--- src/rtl/accumulator_unit.sv ---
// Datapath accumulator: LOAD/ADD/SUB/SHL/CLR with flags,
// optional signed saturation and a small PUSH/POP save stack.
module accumulator_unit #(
  parameter int WIDTH  = 8,
  parameter int DEPTH  = 4,
  parameter int SAT_EN = 0
) (
  input  logic             clk,
  input  logic             rst,
  input  logic             opValid,
  input  logic [2:0]       op,
  input  logic [WIDTH-1:0] dataIn,
  output logic [WIDTH-1:0] accOut,
  output logic             carryFlag,
  output logic             ovfFlag,
  output logic             zeroFlag,
  output logic             negFlag,
  output logic             stackFull,
  output logic             stackEmpty,
  output logic             stackErr
);

  localparam int PW = $clog2(DEPTH + 1);
  localparam int AW = (DEPTH > 1) ? $clog2(DEPTH) : 1;

  typedef enum logic [2:0] {
    OP_NOP  = 3'b000,
    OP_LOAD = 3'b001,
    OP_ADD  = 3'b010,
    OP_SUB  = 3'b011,
    OP_CLR  = 3'b100,
    OP_SHL  = 3'b101,
    OP_PUSH = 3'b110,
    OP_POP  = 3'b111
  } op_e;

  logic [WIDTH-1:0] acc;
  logic             carry;
  logic             ovf;
  logic [PW-1:0]    ptr;
  logic             err;
  logic [WIDTH-1:0] stack [DEPTH];

  logic [WIDTH-1:0] acc_d;
  logic             carry_d;
  logic             ovf_d;
  logic [PW-1:0]    ptr_d;
  logic             err_d;
  logic             push_en;

  op_e              opc;
  logic [WIDTH:0]   add_raw;
  logic [WIDTH:0]   sub_raw;
  logic             add_ovf;
  logic             sub_ovf;
  logic [WIDTH-1:0] smax;
  logic [WIDTH-1:0] smin;
  logic [WIDTH-1:0] sat_val;
  logic [AW-1:0]    push_idx;
  logic [AW-1:0]    pop_idx;
  logic             full;
  logic             empty;

  assign opc     = op_e'(op);
  assign add_raw = {1'b0, acc} + {1'b0, dataIn};
  assign sub_raw = {1'b0, acc} - {1'b0, dataIn};

  assign add_ovf = (acc[WIDTH-1] == dataIn[WIDTH-1]) &&
                   (add_raw[WIDTH-1] != acc[WIDTH-1]);
  assign sub_ovf = (acc[WIDTH-1] != dataIn[WIDTH-1]) &&
                   (sub_raw[WIDTH-1] != acc[WIDTH-1]);

  // On signed overflow the true result has the sign of acc
  assign smax    = {1'b0, {(WIDTH-1){1'b1}}};
  assign smin    = {1'b1, {(WIDTH-1){1'b0}}};
  assign sat_val = acc[WIDTH-1] ? smin : smax;

  assign push_idx = AW'(ptr);
  assign pop_idx  = AW'(ptr - PW'(1));
  assign full     = (ptr == PW'(DEPTH));
  assign empty    = (ptr == '0);

  always_comb begin
    acc_d   = acc;
    carry_d = carry;
    ovf_d   = ovf;
    ptr_d   = ptr;
    err_d   = 1'b0;
    push_en = 1'b0;
    if (opValid) begin
      unique case (opc)
        OP_NOP: ;
        OP_LOAD: begin
          acc_d   = dataIn;
          carry_d = 1'b0;
          ovf_d   = 1'b0;
        end
        OP_ADD: begin
          carry_d = add_raw[WIDTH];
          ovf_d   = add_ovf;
          if (SAT_EN != 0 && add_ovf)
            acc_d = sat_val;
          else
            acc_d = add_raw[WIDTH-1:0];
        end
        OP_SUB: begin
          carry_d = sub_raw[WIDTH];
          ovf_d   = sub_ovf;
          if (SAT_EN != 0 && sub_ovf)
            acc_d = sat_val;
          else
            acc_d = sub_raw[WIDTH-1:0];
        end
        OP_CLR: begin
          acc_d   = '0;
          carry_d = 1'b0;
          ovf_d   = 1'b0;
        end
        OP_SHL: begin
          acc_d   = {acc[WIDTH-2:0], 1'b0};
          carry_d = acc[WIDTH-1];
          ovf_d   = acc[WIDTH-1] ^ acc[WIDTH-2];
        end
        OP_PUSH: begin
          if (full) begin
            err_d = 1'b1;
          end else begin
            push_en = 1'b1;
            ptr_d   = ptr + PW'(1);
          end
        end
        OP_POP: begin
          if (empty) begin
            err_d = 1'b1;
          end else begin
            acc_d   = stack[pop_idx];
            ptr_d   = ptr - PW'(1);
            carry_d = 1'b0;
            ovf_d   = 1'b0;
          end
        end
      endcase
    end
  end

  always_ff @(posedge clk or posedge rst) begin
    if (rst) begin
      acc   <= '0;
      carry <= 1'b0;
      ovf   <= 1'b0;
      ptr   <= '0;
      err   <= 1'b0;
    end else begin
      acc   <= acc_d;
      carry <= carry_d;
      ovf   <= ovf_d;
      ptr   <= ptr_d;
      err   <= err_d;
    end
  end

  // Stack storage needs no reset; ptr alone defines validity
  always_ff @(posedge clk) begin
    if (push_en)
      stack[push_idx] <= acc;
  end

  assign accOut     = acc;
  assign carryFlag  = carry;
  assign ovfFlag    = ovf;
  assign zeroFlag   = (acc == '0);
  assign negFlag    = acc[WIDTH-1];
  assign stackFull  = full;
  assign stackEmpty = empty;
  assign stackErr   = err;

endmodule

--- config.mk ---
export PLATFORM = sky130hd
export DESIGN_NAME = accumulator_unit
export DESIGN_NICKNAME = d
export VERILOG_FILES = /design/src/rtl/accumulator_unit.sv
export SDC_FILE = /design/constraint.sdc
export NUM_CORES = 1
export LEC_CHECK = 0
export CAP_MARGIN = 40
export CELL_PAD_IN_SITES_DETAIL_PLACEMENT = 1
export CELL_PAD_IN_SITES_GLOBAL_PLACEMENT = 1
export CORE_UTILIZATION = 40
export CTS_CLUSTER_SIZE = 25
export DETAILED_ROUTE_END_ITERATION = 10
export PLACE_DENSITY = 0.67
export SLEW_MARGIN = 30
export SYNTH_ARGS = -nofsm -noshare
export SYNTH_HDL_FRONTEND = slang
export SYNTH_SLANG_ARGS = --single-unit
export TNS_END_PERCENT = 1
--- constraint.sdc ---
create_clock -name clk -period 3.1 [get_ports clk]
set_input_delay 0.775 -clock clk [delete_from_list [all_inputs] [get_ports clk]]
set_output_delay 0.775 -clock clk [all_outputs]
set_load 0.05 [all_outputs]
* Yosys cells after proc, flatten, opt, wreduce, memory -nomap -nowiden *
Memory sizes are Yosys's and may differ from the RTL's.
Index checks and enable logic that the tools add are counted.

storage, ports and cells
  word-level logic and storage cells = 53
  bits of input ports = 14
  memories kept = 1
  flip-flop bits (word level) = 14
  output and inout port bits = 15
  bits in writable memories = 32

memory list
  name   words  bits a word  rd ports  clocked after Yosys merged registers in  write ports  RTL line  RTL
  stack  4      8            1         0                                        1            42        logic [WIDTH-1:0] stack [DEPTH];

cells by class
  equal/unequal tests = 14
  muxes and demuxes = 17
  reduce and logical (&&, ||, !) cells = 11
  add/sub/neg operators = 4
  bitwise operators = 1

operators with widths
  cell                                              number
  case mux 8 bit (6 select lines)                   1
  == test 3 bit, second input constant              5
  case mux 1 bit (5 select lines)                   2
  adder 8 x 8 -> 9 bit                              1
  2-to-1 mux 1 bit                                  9
  subtractor 8 x 8 -> 9 bit                         1
  zero test 8 bit                                   1
  2-to-1 mux 8 bit                                  1
  == test 3 x 2 -> 1 bit, second input constant     2
  2-to-1 mux 3 bit                                  2
  case mux 3 bit (2 select lines)                   1
  AND reduction 3 bit                               2
  nonzero test 6 bit                                1
  nonzero test 5 bit                                1
  inequality test 2 bit, second input constant      2
  AND reduction 4 bit                               1
  adder 3 x 1 -> 3 bit, second input constant       1
  == test 3 x 1 -> 1 bit, second input constant     1
  zero test 3 bit                                   1
  inequality test 1 bit                             3
  subtractor 3 x 1 -> 3 bit, second input constant  1
  logical AND 1 bit                                 2
  case mux 1 bit (2 select lines)                   1
  nonzero test 2 bit                                1
  3 further kinds                                   3

* Logic depth before layout (Yosys ltp) *
Gate-level depths: netlist of the first run.

  word-level depth = 6
  depth in mapped cells = 10
  mapped depth without buffers = 10

* Worst setup path after synthesis of the first run *
No wires, ideal clock.

  kind = flip-flop to output port
  start point = reg acc[7] (netlist: accOut[7])
  end point = out zeroFlag
  path buffers = 0
  cell stages (with the launch flop) = 5
  required time = 2,325 ps
  setup slack = -703 ps
  arrival time = 3,028 ps
  path through = dfrtp_1 -> inv_1 -> ha_1 -> or4b_2 -> nor4_1

between the ends
  cells in the longest elaborated chain, start to end = 1

ends and longest elaborated chain
  what                      RTL line  RTL
  start: declaration        37        logic [WIDTH-1:0] acc;
  start signal: assignment  148       acc <= '0;
  start signal: assignment  154       acc <= acc_d;
  zero test 8 bit           171       assign zeroFlag = (acc == '0);
  end: declaration          16        output logic zeroFlag,

Every way passes these cells.

* Worst setup path in the final report of the first run *
  start point = reg acc[6] (netlist: accOut[6])
  end point = out zeroFlag

Same word-level chain as after synthesis.

==> summary.md, run 1 <==
| Metric | Value |
|---|---|
| Outcome | `finished, final reports clean` |
| Clock slew at reported path FFs | `0.10 ns` |
| Slew margin rel. | `around 42%` |
| Final antenna-violating net count | `0` |
| Area grow syn2layout | `20.8%` |
| Setup Buffers After CTS | `0` |
| NumNets Final | `about 390` |
| GR Util All Layers | `22.8%` |
| R2R cell count | `9` |
| Storage cell area | `1310 um^2` |
| GR Overflow Total | `0` |
| R2R Setup Slk | `roughly 0.64 ns` |
| Post-DP HPWL | `between 6 and 7 mm` |
| Crit start category | `register` |
| Setup slack at placement | `-0.0304 ns` |
| Fin cells | `~460` |
| WS Path Type | `reg2out` |
| Post-CTS resize count | `0` |
| Multi-input gate area | `approximately 1700 um^2` |
| Fmax | `around 330 MHz` |
| Final WS setup | `0.0902 ns` |
| Initial core utilization | `41.1%` |
| Maximum vdd drop | `around 0.36 mV` |
| Core Box Area | `roughly 7700 um^2` |
| FP Rows | `32` |
| Total of fill cells in the finished design | `897` |
| Post-synth EDFFs | `32` |
| Worst hold endpoint | `carryFlag` |
| Syn. warnings | `0` |
| Vias in the first global route | `2648` |
| Hold Violations, Final | `0` |
| RSZ-0062 raised after global routing | `no` |
| # setup viols final | `0` |
| PortBufs | `28` |
| DRT Pass-1 Iters | `4` |
| Antenna violations before repair | `0` |
| Overall power | `a little under 3 mW` |
| CTS Buf Count | `5` |
| HP Start | `carryFlag` |
| Sequential share of the synthesized area | `41.5%` |
| Die footprint | `between 8000 and 9000 um^2` |
| Detailed-route DRC error count | `0` |
| Clock H-tree levels | `2` |
| CP Max Fanout | `9` |
| Share of cells above drive strength 1 | `between 10 and 15%` |
| Final min period | `3.01 ns` |
| TritonCTS Sinks | `46` |
| Distinct cells, synth | `61` |
| Most frequent cells in the layout | `32 x buf_4, 32 x edfxtp_1, 25 x clkdlybuf4s50_1` |
| Synth Cell Area | `3160 um^2` |
| Syn_area_per_cell | `10.5 um^2` |
| Pleak | `1.51 nW` |
| Fin crit share | `97.1%` |
| Synth Area in Compound Gates | `between 10% and 20%` |
| P_sw | `about 1.3 mW` |
| Pins over their slew limit | `0` |
| Reg2reg start | `accOut[0]` |
| Reg2reg end | `accOut[4]` |
| Starting DRT DRC Count | `around 150` |
| CTS Buffer Depth | `2` |
| Hold WC Path Type | `reg2reg` |
| N_diodes | `0` |
| Final GP Congestion | `between 0.8 and 0.9` |
| First-pass GRT wire length | `14.4 mm` |
| Worst setup EP type | `primary output` |
| Largest net degree at the start of global routing | `28` |
| Vias | `around 2600` |
| Syn Nets | `between 300 and 400` |
| Dpl cells | `approximately 450` |
| Routed vias/inst | `5.76` |
| Cell Chain, Critical Path | `inv_1 > ha_1 > or4b_2 > nor4_4 > buf_12` |
| Combinational power share | `55.3%` |
| Crit path max-delay cell type | `or4b_2` |
| Cell count after synthesis | `~300` |
| CP arrival | `2.23 ns` |
| Maxcap violations | `0` |
| Die Ht | `90.9 um` |
| WL final | `between 8 and 9 mm` |
| Power Dens Cells | `766 nW/um^2` |
| Cell Int Power | `1.62 mW` |
| Cts hold-fix bufs | `0` |
| Die Wd | `90.9 um` |
| Worst Hold Path Cells | `2` |
| Share of power burned in registers | `31.3%` |
| Post-synthesis mux area share | `7.52%` |
| Largest family of logic cells by synthesized area | `compound AO/OA/AOI/OAI gates` |
| Post-Synth XOR/XNOR Area | `1.94%` |
| CP peak stage delay | `0.64 ns` |
| Adder-cell area share of the yosys netlist | `10.6%` |
| Worst Skew | `0.0171 ns` |
| Clock power share | `13.5%` |
| Routed wire per std cell | `19.6 um` |
| Total I/O pin count | `29` |
| #FFs+latches synth | `46` |
| Sw frac | `44.7%` |
| Clk Latency, worst-skew pair | `roughly 0.31 ns` |
| Ys flop type | `edfxtp_1` |
| Critical path data required time | `2.32 ns` |
| CTS root buf | `clkbuf_8` |
| Worst-Margin Slew | `0.852 ns` |
| Synth async-reset ratio | `30.4%` |
| Simple-gate area share of the yosys netlist | `13.2%` |
| CTS tree | `done` |
## how the worst max path moves through the flow
stage          startpoint        end  slack, ns
6_report        accOut[6]   zeroFlag       0.09
3_3_place_gp    dataIn[0]  accOut[4]     -0.008
2_1_floorplan   accOut[7]   zeroFlag       0.16
4_1_cts         accOut[6]   zeroFlag       0.08
5_1_grt         accOut[6]   zeroFlag       0.03
3_5_place_dp    dataIn[0]  accOut[4]      -0.03
## registers in the layout (all words and copies together) (netlist names)
signal / count
accOut: 8
carryFlag: 1
ovfFlag: 1
ptr: 3
stack: 32
stackErr: 1
## cells in the mapped netlist, types with 6 or more instances
master     n  area, um^2
nand2_1   21        78.8
o21ai_0   23         115
and2_1     6        37.5
nor3_1     6        30.0
edfxtp_1  32         961
ha_1      22         275
mux4_1     7         184
a21oi_1   23         115
dfrtp_1   14         350
nor2b_1    7        43.8
nor2_1    16        60.1
o21a_1     6        45.0
inv_1     23        86.3
## area by class of cell
| class | count | share of cell area [%] |
|---|---|---|
| Clock buffer | 5 | 1.80 |
| Clock inverter | 3 | 0.623 |
| Inverter | 24 | 2.36 |
| Multi-Input combinational cell | 217 | 44.1 |
| Sequential cell | 46 | 34.4 |
| Tap cell | 102 | 3.34 |
| Timing Repair Buffer | 58 | 13.4 |
## power groups by stage
stage	combinational, mW	sequential, mW	clock, mW
6_report	1.62	0.914	0.393
5_1_grt	1.75	0.934	0.425
4_1_cts	1.62	0.921	0.402
3_5_place_dp	1.61	0.933	0
3_3_place_gp	1.60	0.930	0
2_1_floorplan	0.923	1.09	0
## kinds of logic (layout without fill, tap and decap cells)
family	Yosys count	in the layout
AO/OA/AOI/OAI	93	93
AND/OR/NAND/NOR	81	81
flip-flops	46	46
buffers and inverters	38	90
adder cells (fa/ha/maj)	25	25
multiplexers	11	11
XOR/XNOR	7	7
## critical path: cells and delay by family (launching register included)
kind                       cells  cell delay (ns)
adders and majority gates      1             0.21
and+or+nand+nor                2             0.88
buffers and inverters          2             0.32
DFF                            1             0.52
## through the flow
stage / setup TNS (ns) / cell area, um^2 / hold WS (ns) / util, %
floorplan: 0 / 3170 / 0.506 / -
CTS: 0 / 3820 / 0.498 / 49.6
detailed placement: -0.0398 / 3720 / 0.475 / 48.4
global route: 0 / 3820 / 0.529 / 49.6
global placement: -0.00846 / 3720 / 0.466 / 48.4
finish: 0 / 3820 / 0.493 / 49.6
## metal layers
metal | up-vias | part of all wire (%) | GRT usage (%)
met3 | 9 | 4.3 | 3.70
met1 | 1308 | 46 | 31.2
li1 | 1234 | - | -
met4 | 0 | 1.3 | 5.29
met2 | 68 | 49 | 37.9
met5 | - | 0 | 0
Note: power is estimated with default switching activity, not from simulation.
==> inputs of run 2 (changes only) <==
- PLACE_DENSITY: 0.67 -> 0.8
==> run 2 against run 1 <==
Routed wire length is 2.1% lower. Sequential share of layout area increased by 0.41 points. Final area shrank 1.2%. Register-to-register slack about the same. Sequential cell count stayed put. Sequential power increased by 2%. Cell count shrank 2.0%. Die area did not move. Largest power group unchanged.
==> summary.md, run 2 (synthesis gave the netlist of run 1 again) <==
| Metric | Value |
|---|---|
| Outcome | `finished, final reports clean` |
| Post-CTS resize count | `0 (unchanged)` |
| Routed vias/inst | `5.76 (about the same)` |
| Pins over their slew limit | `0 (unchanged)` |
| WS Path Type | `reg2out` |
| # setup viols final | `0 (unchanged)` |
| TritonCTS Sinks | `46 (unchanged)` |
| CTS root buf | `clkbuf_8` |
| GR Overflow Total | `0 (unchanged)` |
| Die Wd | `90.9 um (unchanged)` |
| Share of cells above drive strength 1 | `11.9% (-2.8 points)` |
| WL final | `8.74 mm (-2.1%)` |
| Fin Setup TNS | `0 ns (unchanged)` |
| Power Dens Cells | `787 nW/um^2 (+2.7%)` |
| Maxcap violations | `0 (unchanged)` |
| Clk Latency, worst-skew pair | `0.30 ns (about the same)` |
| Crit path max-delay cell type | `or4b_2` |
| RSZ-0062 raised after global routing | `no` |
| Post-DP HPWL | `6.44 mm (-3.3%)` |
| CP delay by family, top | `simple AND/OR/NAND/NOR gates` |
| Largest register FFs | `32 (unchanged)` |
| NumNets Final | `382 (-2.3%)` |
| CTS Buf Count | `5 (unchanged)` |
| Cts hold-fix bufs | `0 (unchanged)` |
| CP peak stage delay | `0.63 ns (about the same)` |
| Final WS setup | `0.0739 ns (-0.0163 ns)` |
| Maximum vdd drop | `0.404 mV (+12%)` |
| Hold WC Path Type | `reg2reg` |
| Setup Buffers After CTS | `0 (unchanged)` |
| Setup slack at placement | `-0.0854 ns (-0.0550 ns)` |
| Slew margin rel. | `54.6% (+12 points)` |
| Final GP Congestion | `0.873 (+5.9%)` |
| Core Util, Final | `49.1% (-0.59 points)` |
| Total I/O pin count | `29 (unchanged)` |
| Overall power | `2.97 mW (+1.5%)` |
| Most common cell after layout, fill and taps aside | `edfxtp_1` |
| Vias | `2568 (-1.9%)` |
| GR Util All Layers | `22.5% (-0.30 points)` |
| Initial core utilization | `41.1% (unchanged)` |
| Worst hold endpoint | `carryFlag` |
| Starting DRT DRC Count | `181 (+20%)` |
| R2R Setup Slk | `0.63 ns (about the same)` |
| HP Start | `carryFlag` |
| Fmax | `330 MHz (-0.54%)` |
| Hold Violations, Final | `0 (unchanged)` |
| Worst-Margin Slew | `0.681 ns (-0.171 ns)` |
| Design Area, Final | `3770 um^2 (-1.2%)` |
| Routed wire per std cell | `19.6 um (-0.13%)` |
| Reg2reg end | `carryFlag` |
| Antenna violations before repair | `0 (unchanged)` |
| Fin crit share | `97.6% (+0.53 points)` |
| Detailed-route DRC error count | `0 (unchanged)` |
| R2R cell count | `8 (-1)` |
| Clock H-tree levels | `2 (unchanged)` |
| Crit start category | `register` |
| Pleak | `1.48 nW (-2.0%)` |
| First-pass GRT wire length | `14.4 mm (+0.15%)` |
| Worst Hold Path Cells | `2 (unchanged)` |
| Buffers and inverters on the worst path | `2 (unchanged)` |
| DRT Pass-1 Iters | `4 (unchanged)` |
| Area grow syn2layout | `19.4%` |
| Most frequent cells in the layout | `32 x edfxtp_1, 25 x clkdlybuf4s50_1, 23 x inv_1, 23 x a21oi_1, 23 x o21ai_0` |
| CTS tree | `done` |
| Final min period | `3.03 ns (+0.0163 ns)` |
| N_diodes | `0 (unchanged)` |
| Cell Chain, Critical Path | `inv_1 > ha_1 > or4b_2 > nor4_4 > buf_12` |
| CP Max Fanout | `9 (unchanged)` |
| Clock slew at reported path FFs | `0.10 ns (about the same)` |
| Die Ht | `90.9 um (unchanged)` |
| Final antenna-violating net count | `0 (unchanged)` |
| Dpl cells | `437 (-2.2%)` |
| Placed Instance Area | `3650 um^2 (-2.0%)` |
| FP Rows | `32 (unchanged)` |
| Reg2reg start | `accOut[0]` |
| Worst Skew | `0.0110 ns (-0.00605 ns)` |
| CP arrival | `2.25 ns (+0.02 ns)` |
| Largest net degree at the start of global routing | `28 (unchanged)` |
| Core Box Area | `7690 um^2 (unchanged)` |
| Critical path data required time | `2.32 ns (about the same)` |
| Vias in the first global route | `2624 (-0.91%)` |
| Worst setup EP type | `primary output` |
| WHS | `0.513 ns (+0.0203 ns)` |
| Die footprint | `8260 um^2 (unchanged)` |
| Fin cells | `446 (-2.0%)` |
| Most flops, register | `stack` |
| CTS Buffer Depth | `2 (unchanged)` |
| PortBufs | `28 (unchanged)` |
run 2: cell count changes in the layout (fill, tap and decap cells not counted), sizes merged:
cell,delta
clkinvlp,-1
dlymetal6s2s,+1
buf,-10
inv,-1
bufinv,+1
clkbuf,+1
run 2: tightest hold or removal path, cell delays in order (launching register included):
cell,delay (ns)
dfrtp_1,0.37
nand2_1,0.06
o31ai_1,0.06
run 2: cell type report:
type	count	area, um^2
well taps	102	128
flip-flops and latches	46	1310
fillers	862	3920
clock inverters	2	37.5
repair buffers	49	448
inverters	24	90.1
multi-input cells	217	1680
clock buffers	6	72.6
run 2: power by group:
part / total (mW) / internal [mW] / switching, mW / leakage, nW
sequential: 0.928 / 0.786 / 0.142 / 0.459
combinational: 1.58 / 0.651 / 0.925 / 0.972
clock: 0.461 / 0.241 / 0.220 / 0.0514
total: 2.97 / 1.68 / 1.29 / 1.48
run 2: how the worst max path moves through the flow:
stage / startpoint / endpoint / slack [ns] / cells past startpoint
2_1_floorplan: accOut[7] / zeroFlag / 0.16 / 4
3_3_place_gp: dataIn[0] / accOut[4] / -0.002 / 9
3_5_place_dp: dataIn[0] / carryFlag / -0.09 / 9
4_1_cts: accOut[6] / zeroFlag / 0.1 / 5
5_1_grt: accOut[6] / zeroFlag / 0.01 / 5
6_report: accOut[6] / zeroFlag / 0.07 / 5
run 2: metal layers:
layer	GRT usage, %	wire [um]	vias to the layer above
li1	-	-	1213
met1	31.5	4160	1287
met2	37.6	4160	60
met3	3.20	317	8
met4	3.97	97	0
met5	0	0	-
==> inputs of run 3 (changes only) <==
- CORE_UTILIZATION: 40 -> 46
- PLACE_DENSITY: 0.8 -> 0.89
==> run 3 against run 2 <==
The run now ends with design-rule violations left. Cell count decreased by 6.1%. Global-route usage increased by 4.8 points. Routed wire length increased by 6.9%. Combinational power about the same. Sequential power increased by 2%. Setup slack improved by 0.033 ns. Critical path type unchanged. Critical endpoint unchanged. Highest routed layer unchanged.
==> summary.md, run 3 (synthesis gave the netlist of run 1 again) <==
| Metric | Value |
|---|---|
| Outcome | `complete, but fails checks` |
| Failing checks | `design-rule violations` |
| Largest net degree at the start of global routing | `28 (unchanged)` |
| Most common cell after layout, fill and taps aside | `edfxtp_1` |
| Pleak | `1.46 nW (-1.4%)` |
| CP peak stage delay | `0.64 ns (about the same)` |
| Crit. Startpoint | `accOut[6]` |
| CTS Buf Count | `5 (unchanged)` |
| Cell Chain, Critical Path | `inv_1 > ha_1 > or4b_2 > nor4_4 > buf_12` |
| Fmax | `334 MHz (+1.1%)` |
| Fin crit share | `96.6% (-1.0 points)` |
| Routed vias/inst | `6.33 (+9.9%)` |
| HP Start | `carryFlag` |
| GRT busiest layer | `met2` |
| First-pass GRT wire length | `14.8 mm (+2.4%)` |
| Most flops, register | `stack` |
| N_diodes | `0 (unchanged)` |
| Post-DP HPWL | `6.73 mm (+4.5%)` |
| Cts hold-fix bufs | `0 (unchanged)` |
| RSZ-0062 raised after global routing | `no` |
| Starting DRT DRC Count | `162 (-10%)` |
| WL final | `9.34 mm (+6.9%)` |
| Maxcap violations | `0 (unchanged)` |
| CTS root buf | `clkbuf_8` |
| Clock H-tree levels | `2 (unchanged)` |
| Vias in the first global route | `2825 (+7.7%)` |
| Slew margin rel. | `42.6% (-12 points)` |
| Share of cells above drive strength 1 | `12.3% (+0.36 points)` |
| Routed wire per std cell | `22.3 um (+14%)` |
| Worst setup EP type | `primary output` |
| Grt met1 use | `33.3% (+1.8 points)` |
| CP arrival | `2.22 ns (-0.03 ns)` |
| Crit start category | `register` |
| PortBufs | `28 (unchanged)` |
| Worst-Margin Slew | `0.851 ns (+0.170 ns)` |
| GR Util All Layers | `27.3% (+4.8 points)` |
| Final min period | `2.99 ns (-0.0325 ns)` |
| CTS tree | `done` |
| GR Overflow Total | `0 (unchanged)` |
| Clock slew at reported path FFs | `0.09 ns (about the same)` |
| Largest register FFs | `32 (unchanged)` |
| Met3 GRT Util | `4.47% (+1.3 points)` |
| TritonCTS Sinks | `46 (unchanged)` |
| Reg2reg start | `accOut[0]` |
| Critical path data required time | `2.32 ns (about the same)` |
| Antenna violations before repair | `0 (unchanged)` |
| Core Util, Final | `57.1% (+8.0 points)` |
| Die footprint | `7200 um^2 (-13%)` |
| Initial core utilization | `48.6% (+7.5 points)` |
| Maximum vdd drop | `0.380 mV (-5.9%)` |
| Final GP Congestion | `0.915 (+4.8%)` |
| Area grow syn2layout | `17.3%` |
| Crit path max-delay cell type | `or4b_2` |
| Hold WC Path Type | `reg2reg` |
| WS Path Type | `reg2out` |
| Final antenna-violating net count | `0 (unchanged)` |
| Placed Instance Area | `3610 um^2 (-1.1%)` |
| Vias | `2651 (+3.2%)` |
| CTS Buffer Depth | `2 (unchanged)` |
| Hold Violations, Final | `0 (unchanged)` |
| CP Max Fanout | `9 (unchanged)` |
| Fin Setup TNS | `0 ns (unchanged)` |
| Most frequent cells in the layout | `32 x edfxtp_1, 25 x clkdlybuf4s50_1, 23 x inv_1, 23 x a21oi_1, 23 x o21ai_0` |
| Core Box Area | `6490 um^2 (-16%)` |
| Detailed-route DRC error count | `3 (+3)` |
| Clk Latency, worst-skew pair | `0.31 ns (about the same)` |
| Buffers and inverters on the worst path | `2 (unchanged)` |
| Design Area, Final | `3710 um^2 (-1.7%)` |
| Dpl cells | `411 (-5.9%)` |
| DRT Pass-1 Iters | `8 (+4)` |
| CP delay by family, top | `simple AND/OR/NAND/NOR gates` |
| FP Rows | `29 (-9.4%)` |
| Pins over their slew limit | `0 (unchanged)` |
| Die Ht | `84.9 um (-6.6%)` |
| Power Dens Cells | `789 nW/um^2 (+0.31%)` |
| Die Wd | `84.9 um (-6.6%)` |
| GR Util met2 | `48.1% (+11 points)` |
| Total I/O pin count | `29 (unchanged)` |
| Worst Skew | `0.00926 ns (-0.00178 ns)` |
| NumNets Final | `380 (-0.52%)` |
| Fin cells | `419 (-6.1%)` |
| # setup viols final | `0 (unchanged)` |
run 3: changes by cell type in the layout (fill, tap and decap cells not counted):
cell / before / now
buf_4: 22 / 21
bufinv_16: 1 / 0
clkbuf_1: 1 / 0
dfrtp_1: 14 / 13
dfrtp_2: 0 / 1
dlymetal6s2s_1: 1 / 0
inv_6: 0 / 1
inv_8: 0 / 1
run 3: timing repair:
item / CTS / global route
buffers inserted: 0 / 0
endpoints found under the setup margin: 0 / 1
gates resized for setup: 0 / 1
endpoints found under the hold margin: 0 / 0
run 3: layer usage:
metal  vias up  wire, um
li1       1205         -
met1      1312      3900
met5         -         0
met2       106      4630
met3        28       476
met4         0       330
run 3: layout make-up:
cell class	count	area (um^2)
clock buffers	5	68.8
clock inverters	3	27.5
fillers	715	2790
inverters	24	90.1
multi-input cells	217	1680
flip-flops and latches	46	1310
well taps	77	96.3
repair buffers	47	428
run 3: final timing paths:
path / end / slack [ns] / cells past startpoint
setup reg to reg: accOut[6] / 0.47 / 10
hold / removal: carryFlag / 0.49 / 2
hold reg to reg: carryFlag / 0.49 / 2
min in group asynchronous: accOut[5] / 0.87 / 2
max in group asynchronous: accOut[6] / 1.73 / 2
setup / recovery: zeroFlag / 0.11 / 5
run 3: report_power, final:
group | leakage [nW] | total, mW | internal, mW | switching, mW
combinational | 0.957 | 1.59 | 0.643 | 0.944
clock | 0.0467 | 0.396 | 0.167 | 0.228
sequential | 0.458 | 0.943 | 0.788 | 0.155
run 3: worst reg2reg max path, delay by kind of cell (launching register included):
kind                       cells  cell delay [ns]
AOI/OAI and AO/OA              6             1.31
buffers and inverters          2             0.19
DFF                            1             0.55
adders and majority gates      2             0.43
run 3: metrics by stage:
| step | worst slack (ns) | total power [mW] | hold slack [ns] |
|---|---|---|---|
| global route | 0.0626 | 3.09 | 0.508 |
| global placement | 0.0152 | 2.45 | 0.461 |
| floorplan | 0.165 | 2.01 | 0.506 |
| finish | 0.106 | 2.93 | 0.490 |
| CTS | 0.0626 | 2.92 | 0.493 |
| detailed placement | -0.0942 | 2.52 | 0.473 |
